===== src/rtl/xaui_link_monitor_pkg.sv =====
// Shared constants, state encoding and helpers for the XAUI link monitor.
package xaui_link_monitor_pkg;

    localparam int unsigned STATUS_W = 8;
    localparam int unsigned RETRY_W  = 4;
    localparam int unsigned FLAP_W   = 16;

    // xaui_status bit positions
    localparam int unsigned TX_LFAULT = 0;
    localparam int unsigned RX_LFAULT = 1;
    localparam int unsigned SYNC_LO   = 2;
    localparam int unsigned SYNC_HI   = 5;
    localparam int unsigned ALIGN     = 6;
    localparam int unsigned RX_LINK   = 7;

    // one-hot state bit positions
    localparam int unsigned ST_RST    = 0;
    localparam int unsigned ST_WAIT   = 1;
    localparam int unsigned ST_STABLE = 2;
    localparam int unsigned ST_UP     = 3;
    localparam int unsigned ST_LOSS   = 4;
    localparam int unsigned ST_W      = 5;

    typedef enum logic [ST_W-1:0] {
        S_RST    = ST_W'(1) << ST_RST,
        S_WAIT   = ST_W'(1) << ST_WAIT,
        S_STABLE = ST_W'(1) << ST_STABLE,
        S_UP     = ST_W'(1) << ST_UP,
        S_LOSS   = ST_W'(1) << ST_LOSS
    } state_e;

    function automatic logic [RETRY_W-1:0] sat_inc_retry(input logic [RETRY_W-1:0] v);
        return (&v) ? v : v + RETRY_W'(1);
    endfunction

    function automatic logic [FLAP_W-1:0] sat_inc_flap(input logic [FLAP_W-1:0] v);
        return (&v) ? v : v + FLAP_W'(1);
    endfunction

endpackage


===== src/rtl/xaui_link_monitor_if.sv =====
// Status input, reset request and statistics of the XAUI link monitor.
interface xaui_link_monitor_if;
    import xaui_link_monitor_pkg::*;

    logic [STATUS_W-1:0] xaui_status;
    logic [STATUS_W-1:0] status_reg;
    logic                xaui_reset;
    logic                link_up;
    logic                link_drop;
    logic [RETRY_W-1:0]  retry_cnt;
    logic [FLAP_W-1:0]   flap_cnt;

    // status_reg exposes the registered status (including fault/link bits) to the register map
    modport master (
        input  xaui_status,
        output status_reg, xaui_reset, link_up, link_drop, retry_cnt, flap_cnt
    );

    modport slave (
        output xaui_status,
        input  status_reg, xaui_reset, link_up, link_drop, retry_cnt, flap_cnt
    );
endinterface


===== src/rtl/xaui_link_qual.sv =====
// Status input register, link-good decode and shared interval counter with terminal compares.
module xaui_link_qual
    import xaui_link_monitor_pkg::*;
#(
    parameter int unsigned RESET_CYCLES  = 16,
    parameter int unsigned ALIGN_TIMEOUT = 1000000,
    parameter int unsigned STABLE_CYCLES = 1024,
    parameter int unsigned LOSS_CYCLES   = 8,
    parameter int unsigned CNT_W         = 24
) (
    input  logic                clk,
    input  logic                rst_n,
    input  logic [STATUS_W-1:0] status,
    input  logic                clr,
    output logic [STATUS_W-1:0] status_q,
    output logic                good_c,
    output logic                rst_done_c,
    output logic                wait_to_c,
    output logic                stable_done_c,
    output logic                loss_done_c
);

    logic [CNT_W-1:0] cnt;

    always_ff @(posedge clk or negedge rst_n) begin
        if (!rst_n) begin
            status_q <= '0;
            cnt      <= '0;
        end else begin
            status_q <= status;
            cnt      <= clr ? '0 : cnt + CNT_W'(1);
        end
    end

    // all lanes synced, aligned, and no receive-side local fault
    assign good_c = (&status_q[SYNC_HI:SYNC_LO]) & status_q[ALIGN] & ~status_q[RX_LFAULT];

    assign rst_done_c    = (cnt == CNT_W'(RESET_CYCLES - 1));
    assign wait_to_c     = (cnt == CNT_W'(ALIGN_TIMEOUT - 1));
    assign stable_done_c = (cnt == CNT_W'(STABLE_CYCLES - 1));
    assign loss_done_c   = (cnt == CNT_W'(LOSS_CYCLES - 1));

endmodule


===== src/rtl/xaui_link_monitor.sv =====
// Link bring-up FSM: holds the XAUI core in reset, qualifies link, retries and counts flaps.
module xaui_link_monitor
    import xaui_link_monitor_pkg::*;
#(
    parameter int unsigned RESET_CYCLES  = 16,
    parameter int unsigned ALIGN_TIMEOUT = 1000000,
    parameter int unsigned STABLE_CYCLES = 1024,
    parameter int unsigned LOSS_CYCLES   = 8,
    parameter int unsigned CNT_W         = 24
) (
    input  logic                clk156_25,
    input  logic                reset156_25_n,
    xaui_link_monitor_if.master bus
);

    state_e              state, state_nxt;
    logic                clr_c;
    logic                good_c, rst_done_c, wait_to_c, stable_done_c, loss_done_c;
    logic [STATUS_W-1:0] status_q;
    logic                xaui_reset_q, link_up_q, link_drop_q;
    logic                link_up_nxt, link_drop_nxt;
    logic [RETRY_W-1:0]  retry_q, retry_nxt;
    logic [FLAP_W-1:0]   flap_q, flap_nxt;

    assign clr_c = (state_nxt != state);

    xaui_link_qual #(
        .RESET_CYCLES  (RESET_CYCLES),
        .ALIGN_TIMEOUT (ALIGN_TIMEOUT),
        .STABLE_CYCLES (STABLE_CYCLES),
        .LOSS_CYCLES   (LOSS_CYCLES),
        .CNT_W         (CNT_W)
    ) u_qual (
        .clk           (clk156_25),
        .rst_n         (reset156_25_n),
        .status        (bus.xaui_status),
        .clr           (clr_c),
        .status_q      (status_q),
        .good_c        (good_c),
        .rst_done_c    (rst_done_c),
        .wait_to_c     (wait_to_c),
        .stable_done_c (stable_done_c),
        .loss_done_c   (loss_done_c)
    );

    always_ff @(posedge clk156_25 or negedge reset156_25_n) begin
        if (!reset156_25_n) begin
            state        <= S_RST;
            xaui_reset_q <= 1'b1;
            link_up_q    <= 1'b0;
            link_drop_q  <= 1'b0;
            retry_q      <= '0;
            flap_q       <= '0;
        end else begin
            state        <= state_nxt;
            xaui_reset_q <= (state_nxt == S_RST);
            link_up_q    <= link_up_nxt;
            link_drop_q  <= link_drop_nxt;
            retry_q      <= retry_nxt;
            flap_q       <= flap_nxt;
        end
    end

    always_comb begin
        state_nxt     = state;
        link_up_nxt   = link_up_q;
        link_drop_nxt = 1'b0;
        retry_nxt     = retry_q;
        flap_nxt      = flap_q;
        case (state)
            S_RST: begin
                if (rst_done_c) state_nxt = S_WAIT;
            end
            S_WAIT: begin
                // a good sample wins over a coincident timeout
                if (good_c) begin
                    state_nxt = S_STABLE;
                end else if (wait_to_c) begin
                    state_nxt = S_RST;
                    retry_nxt = sat_inc_retry(retry_q);
                end
            end
            S_STABLE: begin
                if (!good_c) begin
                    state_nxt = S_WAIT;
                end else if (stable_done_c) begin
                    state_nxt   = S_UP;
                    link_up_nxt = 1'b1;
                    retry_nxt   = '0;
                end
            end
            S_UP: begin
                if (!good_c) state_nxt = S_LOSS;
            end
            S_LOSS: begin
                if (good_c) begin
                    state_nxt = S_UP;
                end else if (loss_done_c) begin
                    state_nxt     = S_RST;
                    link_up_nxt   = 1'b0;
                    link_drop_nxt = 1'b1;
                    flap_nxt      = sat_inc_flap(flap_q);
                end
            end
            default: state_nxt = S_RST;
        endcase
    end

    assign bus.status_reg = status_q;
    assign bus.xaui_reset = xaui_reset_q;
    assign bus.link_up    = link_up_q;
    assign bus.link_drop  = link_drop_q;
    assign bus.retry_cnt  = retry_q;
    assign bus.flap_cnt   = flap_q;

endmodule


===== src/flat_wrapper.sv =====
// flat-port wrapper written by rule: the top's interface ports become plain ports
module xaui_link_monitor_flat import xaui_link_monitor_pkg::*;
#(
    parameter int unsigned RESET_CYCLES  = 16,
    parameter int unsigned ALIGN_TIMEOUT = 1000000,
    parameter int unsigned STABLE_CYCLES = 1024,
    parameter int unsigned LOSS_CYCLES   = 8,
    parameter int unsigned CNT_W         = 24
)
  (clk156_25, reset156_25_n, bus_xaui_status, bus_status_reg, bus_xaui_reset, bus_link_up, bus_link_drop, bus_retry_cnt, bus_flap_cnt);
  xaui_link_monitor_if bus_i ();
  input  logic clk156_25;
  input  logic reset156_25_n;
  input wire logic [$bits(bus_i.xaui_status)-1:0] bus_xaui_status;
  output wire logic [$bits(bus_i.status_reg)-1:0] bus_status_reg;
  output wire logic [$bits(bus_i.xaui_reset)-1:0] bus_xaui_reset;
  output wire logic [$bits(bus_i.link_up)-1:0] bus_link_up;
  output wire logic [$bits(bus_i.link_drop)-1:0] bus_link_drop;
  output wire logic [$bits(bus_i.retry_cnt)-1:0] bus_retry_cnt;
  output wire logic [$bits(bus_i.flap_cnt)-1:0] bus_flap_cnt;
  assign bus_i.xaui_status = bus_xaui_status;
  assign bus_status_reg = bus_i.status_reg;
  assign bus_xaui_reset = bus_i.xaui_reset;
  assign bus_link_up = bus_i.link_up;
  assign bus_link_drop = bus_i.link_drop;
  assign bus_retry_cnt = bus_i.retry_cnt;
  assign bus_flap_cnt = bus_i.flap_cnt;
  xaui_link_monitor #(.RESET_CYCLES(RESET_CYCLES), .ALIGN_TIMEOUT(ALIGN_TIMEOUT), .STABLE_CYCLES(STABLE_CYCLES), .LOSS_CYCLES(LOSS_CYCLES), .CNT_W(CNT_W)) u_core (.clk156_25(clk156_25), .reset156_25_n(reset156_25_n), .bus(bus_i));
endmodule

===== config.mk =====
export PLATFORM = sky130hd
export DESIGN_NAME = xaui_link_monitor_flat
export DESIGN_NICKNAME = d
export VERILOG_FILES = /design/src/rtl/xaui_link_monitor_pkg.sv /design/src/rtl/xaui_link_monitor_if.sv /design/src/rtl/xaui_link_qual.sv /design/src/rtl/xaui_link_monitor.sv /design/src/flat_wrapper.sv
export SDC_FILE = /design/constraint.sdc
export NUM_CORES = 1
export LEC_CHECK = 0
export CORE_UTILIZATION = 45
export CTS_BUF_LIST = sky130_fd_sc_hd__clkbuf_4 sky130_fd_sc_hd__clkbuf_8 sky130_fd_sc_hd__clkbuf_16
export DETAILED_ROUTE_END_ITERATION = 7
export PLACE_DENSITY = 0.7
export SLEW_MARGIN = 20
export SYNTH_ARGS = -nofsm -noshare
export SYNTH_HDL_FRONTEND = slang
export SYNTH_HIERARCHICAL = 1
export SYNTH_SLANG_ARGS = --single-unit

===== constraint.sdc =====
create_clock -name clk156_25 -period 2.8 [get_ports clk156_25]
set_input_delay 0.56 -clock clk156_25 [delete_from_list [all_inputs] [get_ports clk156_25]]
set_output_delay 0.56 -clock clk156_25 [all_outputs]
set_load 0.01 [all_outputs]

==> flow_summary.toml, run 1 <==
[floorplanning]
core-area_mm2 = 0.006495
pin_count = 41
die_y_um = 84.97
die_x_um = 84.97
initial_core_util = 0.4770
num_rows = 29
dieArea_mm2 = 0.007220

[clock_tree]
clockBufferDepth = 2
cts.htree.levels = 3
cts_tree = "yes"
worstSkewPairLatency_ns = 0.34
cts.sinks = 60
cts_root_buffer = "clkbuf_8"
cts.reportedPaths.clkPinSlew_ns = 0.07
cts_made_buffers = 9

[cells_and_area]
drive_above_1_share = 0.2857
multi_input_area_mm2 = 0.001685
area_growth_syn_to_layout_pct = 38.77
final_core_util = 0.6619
final_common_cell = "dfrtp_1"
layout_common_cells = "dfrtp_1, clkdlybuf4s50_1, buf_4"
seq_area_mm2 = 0.001504
insertedDiodeCount = 0
fin_nets = 400
n_fill_cell = 496

[critical_path]
end_kind = "register"
r2r-end = "u_core/bus.flap_cnt[15]"
r2r_setup_slack_ns = -0.07
crit_path_cell_trace = "or4_4, nor3_4, nand4_1, nor3_2, nand3b_1, or4b_4, nor4_4, mux2_4"
endpoint = "u_core/bus.flap_cnt[15]"
crit_cells = 8
crit_fanout = 5
critPathSlowestCell = "or4b_4"
rr_startpoint = "u_core/u_qual/cnt[22]"
arrival_ns = 3.10
cp_data_required_time_ns = 3.02
cp_num_buf_inv = 0
cp-startpoint = "u_core/u_qual/cnt[22]"
start_kind = "register"
crit_family = "simple AND/OR/NAND/NOR gates"
reg2reg_depth = 8
path_class = "register to register"
max_stage_delay_ns = 0.60

[yosys]
synthFlopType = "dfrtp_1"
ys_async_sr_fraction = 1.000
syn_area_mm2 = 0.003098
synth_area_leaders = "dfrtp_1, nor2_1, xor2_1"
avgSynthCellArea_um2 = 10.06
synth-edff-count = 0
synth_top_area_share = 0.4685
yosys_warnings = 6
synthesis.instances = 308
ys_seq_elements = 60
seq_area_frac_synth = 0.4855
synth_nets = 321
synth_cell_types = 56
yosysTopAreaCell = "dfrtp_1"

[timing]
layout_min_cycle_time_ns = 2.875
relSlewSlack = 0.4164
hold-worst-slack_ns = 0.2556
post-route-period-util = 1.027
grt_setup_unrepaired = "yes"
fmax_ghz = 0.3479
worst_slew_pin_slew_ns = 0.8688
fin_worst_skew_ns = 0.008283
setup_ws_ns = -0.07451
fin_setup_tns_ns = -0.2328
setup_viol = 6
final_hold_viol_count = 0
finalMaxSlewViolations = 0

[power_and_ir_drop]
vdd_drop_max_mv = 0.4367
power_density_mw_per_mm2 = 540.8
power_leakage_nw = 1.893
total_power_mw = 2.325

[route]
wl_per_cell_um = 15.71
drt_iter0_markers = 167
vias = 2660
wirelength_um = 7369
drtPass1Iterations = 6
avgViaCountPerCell = 5.672
drc = 3
ant_nets = 0

[run]
cap_violations = 0

[global_route]
antenna_found_initial = 0
grt_max_degree = 33
grt_pass1_wl_um = 11140
first_global_vias = 2441
grtUsageTotal = 0.1963
gr-total-overflow = 0

[placement]
post-place-ws_ns = -0.1748
gp_congestion = 0.8197
dp_hpwl_um = 4614
port_buffers = 40

[outcome]
status = "finished, violations left"
violations = "design-rule violations, negative setup slack"

[worst_hold_path]
hold_path_class = "input port to async pin"
## kinds of logic after synthesis
logic type | share of synthesized area
and+or+nand+nor | 0.2750
adders and majority gates | 0.01212
DFF | 0.4855
muxes | 0.03190
AOI/OAI and AO/OA | 0.09249
xor gates and xnor gates | 0.07351
buffers and inverters | 0.02948
## worst min-delay path by stage
stage	slack, ns	to	startpoint	cells after the start
6_report	0.26	u_core/bus.flap_cnt[11]	reset156_25_n	1
5_1_grt	0.30	u_core/bus.flap_cnt[11]	reset156_25_n	1
4_1_cts	0.26	u_core/bus.flap_cnt[13]	reset156_25_n	1
3_5_place_dp	0.49	u_core/u_qual/cnt[0]	u_core/u_qual/cnt[0]	1
3_3_place_gp	0.48	u_core/bus.flap_cnt[10]	u_core/bus.flap_cnt[10]	1
2_1_floorplan	0.26	u_core/bus.flap_cnt[0]	reset156_25_n	0
## sequential cells by signal, summed over array words and instances, names as in the netlist
| name | count |
|---|---|
| u_core/bus.flap_cnt | 16 |
| u_core/state | 5 |
| u_core/bus.link_up | 1 |
| u_core/bus.xaui_reset | 1 |
| u_core/bus.retry_cnt | 4 |
| u_core/bus.link_drop | 1 |
| u_core/u_qual/cnt | 24 |
| u_core/u_qual/status_q | 8 |
## where the power goes
group | switching, mW | internal [mW]
logic | 0.237 | 0.276
clock network | 0.322 | 0.488
registers | 0.0776 | 0.925
## layer usage
| layer | routed length (um) | GRT usage | share of wire |
|---|---|---|---|
| met5 | 0 | 0 | 0 |
| met1 | 3209 | 0.2487 | 0.44 |
| met2 | 3704 | 0.3109 | 0.50 |
| met4 | 150 | 0.08783 | 0.020 |
| met3 | 305 | 0.05934 | 0.041 |
## final cells by class
type | instances | area share
clock inverters | 2 | 0.008149
clock buffers | 14 | 0.04045
repair buffers | 79 | 0.1775
flip-flops and latches | 60 | 0.3498
multi-input cells | 226 | 0.3920
inverters | 11 | 0.009604
well taps | 77 | 0.02241
## worst register-to-register path, stage by stage (launching register included)
cell and delay (ns):
dfrtp_1 0.39, or4_4 0.56, nor3_4 0.18, nand4_1 0.16
nor3_2 0.22, nand3b_1 0.16, or4b_4 0.60, nor4_4 0.17
mux2_4 0.32
## repair_timing
| action | CTS | global route |
|---|---|---|
| hold buffers | 0 | 0 |
| cloned | 0 | 2 |
| pin swaps | 2 | 12 |
| gates resized for setup | 5 | 37 |
| setup buffers | 1 | 10 |
| endpoints found under the setup margin | 17 | 22 |
## synth_stat cells (2+ instances only)
cell      instances
a31o_2            2
dfstp_2           2
inv_1            11
nor2_1           33
and3b_1           4
or3_2             4
o211ai_1          2
nand2b_1          6
mux2_2            6
xnor2_1          12
a31oi_1           2
dfrtp_1          58
nand2_1          14
buf_4             2
or2_2             2
and3_1            2
nand3_1          14
a21oi_1           9
nand3b_1          3
nor2b_1           5
or4_1             5
mux2i_1           2
and3_2            2
a211oi_1          5
nor4b_1           2
nand4_1           8
xor2_1           14
clkbuf_1          8
and4_1            2
o21ai_0          13
or4_4             2
nor4_1           11
ha_1              3
nor3_1           16
## metrics by stage
stage               cell area, um^2  std cells
finish                         4299        469
detailed placement             3779        441
global placement               3779        441
floorplan                      3110        308
CTS                            4021        458
global route                   4299        469
Power figures use the tool's default switching activity.
==> run 2: changes to the inputs <==
--- a/config.mk
+++ b/config.mk
@@ -6,4 +6,5 @@
 export NUM_CORES = 1
 export LEC_CHECK = 0
+export CORE_ASPECT_RATIO = 1.4
 export CORE_UTILIZATION = 45
 export CTS_BUF_LIST = sky130_fd_sc_hd__clkbuf_4 sky130_fd_sc_hd__clkbuf_8 sky130_fd_sc_hd__clkbuf_16
==> constraint.sdc (replaced) <==
create_clock -name clk156_25 -period 2.8 [get_ports clk156_25]
set_input_delay 0.28 -clock clk156_25 [delete_from_list [all_inputs] [get_ports clk156_25]]
set_output_delay 0.28 -clock clk156_25 [all_outputs]
set_load 0.01 [all_outputs]
==> flow_summary.toml, run 2 (same netlist as run 1, synthesis figures left out) <==
[critical_path]
critPathSlowestCell = "or4_4"
crit_family = "simple AND/OR/NAND/NOR gates"
path_class = "register to register"
start_kind = "register"
end_kind = "register"
crit_path_cell_trace = "or4_4, nor3_4, nand4_1, nor2_1, nand3b_1, o211ai_1, a211o_2, buf_12, nand2b_1, a21oi_1, a31o_2"
cp_num_buf_inv = 1
arrival_ns = 3.10
cp_data_required_time_ns = 3.08
crit_fanout = 5
max_stage_delay_ns = 0.54

[floorplanning]
dieArea_mm2 = 0.007225
die_y_um = 100.2
num_rows = 35
core-area_mm2 = 0.006613
die_x_um = 72.13
initial_core_util = 0.4685
pin_count = 41

[route]
vias = 2619
wirelength_um = 6907
drt_iter0_markers = 192
wl_per_cell_um = 14.63
avgViaCountPerCell = 5.549
ant_nets = 0
drtPass1Iterations = 4
drc = 0

[clock_tree]
cts.htree.levels = 3
cts_tree = "yes"
worstSkewPairLatency_ns = 0.34
cts_made_buffers = 9
cts_root_buffer = "clkbuf_8"
cts.sinks = 60
clockBufferDepth = 2
cts.reportedPaths.clkPinSlew_ns = 0.07

[cells_and_area]
largest_register_ffs = 24
final_common_cell = "dfrtp_1"
area_growth_syn_to_layout_pct = 33.93
fin_area_mm2 = 0.004149
drive_above_1_share = 0.2316
fin_nets = 389
layout_common_cells = "dfrtp_1, clkdlybuf4s50_1, nor2_1"
stdcell_count = 472
top_register = "u_core/u_qual/cnt"
insertedDiodeCount = 0

[placement]
port_buffers = 40
dp_hpwl_um = 4813
place_inst = 454
dpl-instance-area_mm2 = 0.003770
gp_congestion = 0.8439

[timing]
finalMaxSlewViolations = 0
fin_setup_tns_ns = -0.01840
worst_slew_pin_slew_ns = 0.9095
fmax_ghz = 0.3552
post-route-period-util = 1.005
grt_setup_unrepaired = "yes"
setup_viol = 2
final_hold_viol_count = 0
relSlewSlack = 0.3937
setup_ws_ns = -0.01493
fin_worst_skew_ns = 0.009776
layout_min_cycle_time_ns = 2.815

[global_route]
grt_max_degree = 43
grtUsageTotal = 0.2081
gr-total-overflow = 0
grt_pass1_wl_um = 11630
antenna_found_initial = 0
first_global_vias = 2576

[worst_hold_path]
hold_path_class = "input port to async pin"

[power_and_ir_drop]
p_sw_mw = 0.6306
power_leakage_nw = 1.811
vdd_drop_max_mv = 0.3654
pwr-share-comb = 0.187
power_density_mw_per_mm2 = 558.8
p_seq_frac = 0.431
p_int_mw = 1.688
clkPwrFrac = 0.382
switching_share = 0.2720

[outcome]
violations = "negative setup slack"
status = "finished, violations left"

[run]
cap_violations = 0
run 2: cell types whose count changed in the layout (fill, tap and decap cells not counted), moves of 2 or more:
cell and delta:
mux2_4 -2, nor2_1 +3, nor2_2 -3, buf_4 -7, nor4_2 +2, buf_6 -2
clkbuf_4 -3, a21oi_1 +4, nor4_4 -2, a21oi_2 -4, nand2b_1 +2, nand2b_4 -2
run 2: repair_timing:
| item | 4_1_cts | 5_1_grt |
|---|---|---|
| hold endpoints to repair | 0 | 0 |
| resized for setup | 4 | 18 |
| pin swaps | 0 | 6 |
| hold buffers | 0 | 0 |
| endpoints found under the setup margin | 12 | 26 |
| setup buffers | 0 | 1 |
| cloned | 0 | 2 |
run 2: path summary, 6_finish.rpt:
check	start	endpoint	slack (ns)	depth (start not counted)
max in group asynchronous	reset156_25_n	u_core/state[0]	1.94	2
hold / removal	reset156_25_n	u_core/bus.flap_cnt[11]	0.07	1
hold reg to reg	u_core/bus.link_up	u_core/bus.link_up	0.49	2
min in group clk156_25	bus_xaui_status[6]	u_core/u_qual/status_q[6]	0.38	1
setup reg to reg	u_core/u_qual/cnt[22]	u_core/u_qual/cnt[15]	-0.01	11
setup / recovery	u_core/u_qual/cnt[22]	u_core/u_qual/cnt[15]	-0.01	11
run 2: metrics by stage:
step	power (mW)	util	setup slack (ns)	hold WS (ns)
after floorplan	1.226	-	0.03749	-0.01559
after global placement	1.352	0.5701	-0.06709	0.4675
after detailed placement	1.362	0.5701	-0.09776	0.4719
after CTS	2.246	0.6066	-0.01079	0.1028
after global routing	2.433	0.6274	-0.1422	0.1405
final	2.319	0.6274	-0.01493	0.06955
run 2: metal layers:
metal	vias up	global-route usage	share of wire
li1	1254	-	-
met1	1309	0.2262	0.41
met2	47	0.3803	0.55
met3	9	0.04819	0.027
met4	0	0.08748	0.013
met5	-	0	0
run 2: power groups by stage:
stage | Clock (mW) | Sequential [mW] | Combinational [mW]
6_report | 0.886 | 1.00 | 0.433
5_1_grt | 0.944 | 1.01 | 0.476
4_1_cts | 0.899 | 0.999 | 0.348
3_5_place_dp | 0 | 1.02 | 0.347
3_3_place_gp | 0 | 1.01 | 0.338
2_1_floorplan | 0 | 0.998 | 0.228
run 2: worst reg2reg max path: stages, from the launching register on:
cell and delay (ns):
dfrtp_1 0.38, or4_4 0.54, nor3_4 0.15, nand4_1 0.18, nor2_1 0.25, nand3b_1 0.18
o211ai_1 0.13, a211o_2 0.41, buf_12 0.16, nand2b_1 0.14, a21oi_1 0.12, a31o_2 0.11
run 2: area by class of cell:
type                       instances  area (um^2)
inverter                          11        41.29
sequential                        60         1504
tap                               92        115.1
clock buffer                      11        151.4
timing repair buffer              68        653.1
clock inverter                     4        72.57
fill                             547         2464
multi-input combinational        226         1612
==> run 3: changes to the inputs <==
Settings changed: CAP_MARGIN set to 20, PLACE_DENSITY 0.7 to unset, PLACE_DENSITY_LB_ADDON set to 0.08.
==> flow_summary.toml, run 3 (same netlist as run 1, synthesis figures left out) <==
[outcome]
status = "finished, violations left"
violations = "negative setup slack"

[clock_tree]
cts.htree.levels = 3
clockBufferDepth = 2
worstSkewPairLatency_ns = 0.34
cts_root_buffer = "clkbuf_8"
cts.reportedPaths.clkPinSlew_ns = 0.07
cts_tree = "yes"
ctsHoldBuffers = 0
cts.sinks = 60
cts_made_buffers = 9

[timing]
fmax_ghz = 0.3517
setup_ws_ns = -0.04353
fin_setup_tns_ns = -0.08462
grt_setup_unrepaired = "yes"
hold-worst-slack_ns = 0.07382
worst_slew_pin_slew_ns = 0.9159
relSlewSlack = 0.3847
layout_min_cycle_time_ns = 2.844
setup_viol = 5
fin_worst_skew_ns = 0.008366
post-route-period-util = 1.016
finalMaxSlewViolations = 0
final_hold_viol_count = 0

[power_and_ir_drop]
p_seq_frac = 0.477
pwr-share-comb = 0.189
power_leakage_nw = 1.812
power_density_mw_per_mm2 = 510.4
p_sw_mw = 0.6120
clkPwrFrac = 0.335
p_int_mw = 1.482
switching_share = 0.2923
vdd_drop_max_mv = 0.4206

[floorplanning]
die_x_um = 72.13
initial_core_util = 0.4685
dieArea_mm2 = 0.007225
die_y_um = 100.2
pin_count = 41
num_rows = 35
core-area_mm2 = 0.006613

[critical_path]
reg2reg_depth = 8
cp_num_buf_inv = 0
end_kind = "register"
cp-startpoint = "u_core/u_qual/cnt[22]"
max_stage_delay_ns = 0.59
rr_startpoint = "u_core/u_qual/cnt[22]"
path_class = "register to register"
critPathSlowestCell = "or4b_4"
arrival_ns = 3.07
critPathMostFrequentCell = "nor3_4"
crit_family = "simple AND/OR/NAND/NOR gates"
r2r_setup_slack_ns = -0.04
crit_cells = 8
cp_data_required_time_ns = 3.02
start_kind = "register"
endpoint = "u_core/bus.flap_cnt[15]"
r2r-end = "u_core/bus.flap_cnt[15]"
crit_fanout = 5
crit_path_cell_trace = "or4_4, nor3_4, nand4_1, nor3_4, nand3b_1, or4b_4, nor4_4, mux2_4"

[cells_and_area]
top_register = "u_core/u_qual/cnt"
fin_area_mm2 = 0.004103
n_fill_cell = 570
layout_common_cells = "dfrtp_1, clkdlybuf4s50_1, nor2_1, buf_4"
stdcell_count = 477
insertedDiodeCount = 0
drive_above_1_share = 0.2364
fin_nets = 394
largest_register_ffs = 24
area_growth_syn_to_layout_pct = 32.43
final_common_cell = "dfrtp_1"

[global_route]
grt_max_degree = 44
busiest_layer = "met2"
use_met3 = 0.03916
grt_pass1_wl_um = 11400
first_global_vias = 2554
grt_use_met2 = 0.3587
antenna_found_initial = 0
met1_usage = 0.2359
gr-total-overflow = 0
grtUsageTotal = 0.2053

[run]
cap_violations = 0

[placement]
place_inst = 456
dp_hpwl_um = 4902
dpl-instance-area_mm2 = 0.003785
port_buffers = 40
gp_congestion = 0.8023

[route]
drt_iter0_markers = 170
wirelength_um = 6850
vias = 2610
wl_per_cell_um = 14.36
ant_nets = 0
avgViaCountPerCell = 5.472
drc = 0
drtPass1Iterations = 4

[worst_hold_path]
hold_path_class = "input port to async pin"
-- run 3: stage by stage --
step	setup slack [ns]	power (mW)	util
floorplan	0.03749	1.226	-
global placement	-0.09083	1.370	0.5724
detailed placement	-0.2002	1.378	0.5724
CTS	-0.07492	2.100	0.6057
global route	-0.1794	2.211	0.6204
finish	-0.04353	2.094	0.6204
-- run 3: worst min path at each step --
stage | start | to | slack (ns) | cells after the start
CTS | reset156_25_n | u_core/bus.flap_cnt[8] | 0.11 | 1
floorplan | reset156_25_n | u_core/bus.flap_cnt[0] | -0.02 | 0
detailed placement | reset156_25_n | u_core/bus.flap_cnt[8] | 0.48 | 1
global placement | u_core/bus.flap_cnt[10] | u_core/bus.flap_cnt[10] | 0.48 | 1
finish | reset156_25_n | u_core/bus.flap_cnt[8] | 0.07 | 1
global route | reset156_25_n | u_core/bus.flap_cnt[10] | 0.16 | 1
-- run 3: power by group through the flow --
stage / sequential [mW] / combinational (mW) / clock [mW]
finish: 0.998 / 0.395 / 0.701
global route: 1.01 / 0.445 / 0.758
CTS: 0.995 / 0.380 / 0.725
detailed placement: 1.01 / 0.368 / 0
global placement: 1.01 / 0.362 / 0
floorplan: 0.998 / 0.228 / 0
-- run 3: metal layers --
layer	part of all wire	up-vias	wire, um
met5	0	-	0
met4	0.023	0	158
met3	0.029	12	200
met2	0.54	50	3693
met1	0.41	1279	2798
li1	-	1269	-
-- run 3: cell type report --
cell class / count / area (um^2) / area share
Multi-Input combinational cell: 226 / 1607 / 0.3916
Timing Repair Buffer: 73 / 659.4 / 0.1607
Sequential cell: 60 / 1504 / 0.3666
Inverter: 11 / 41.29 / 0.01006
Clock inverter: 4 / 25.02 / 0.006099
Tap cell: 92 / 115.1 / 0.02806
Clock buffer: 11 / 151.4 / 0.03690
-- run 3: what timing repair did --
action,in CTS,in global routing
setup buffers,2,4
pin swaps,3,7
setup endpoints to repair,13,30
gates resized for setup,5,14
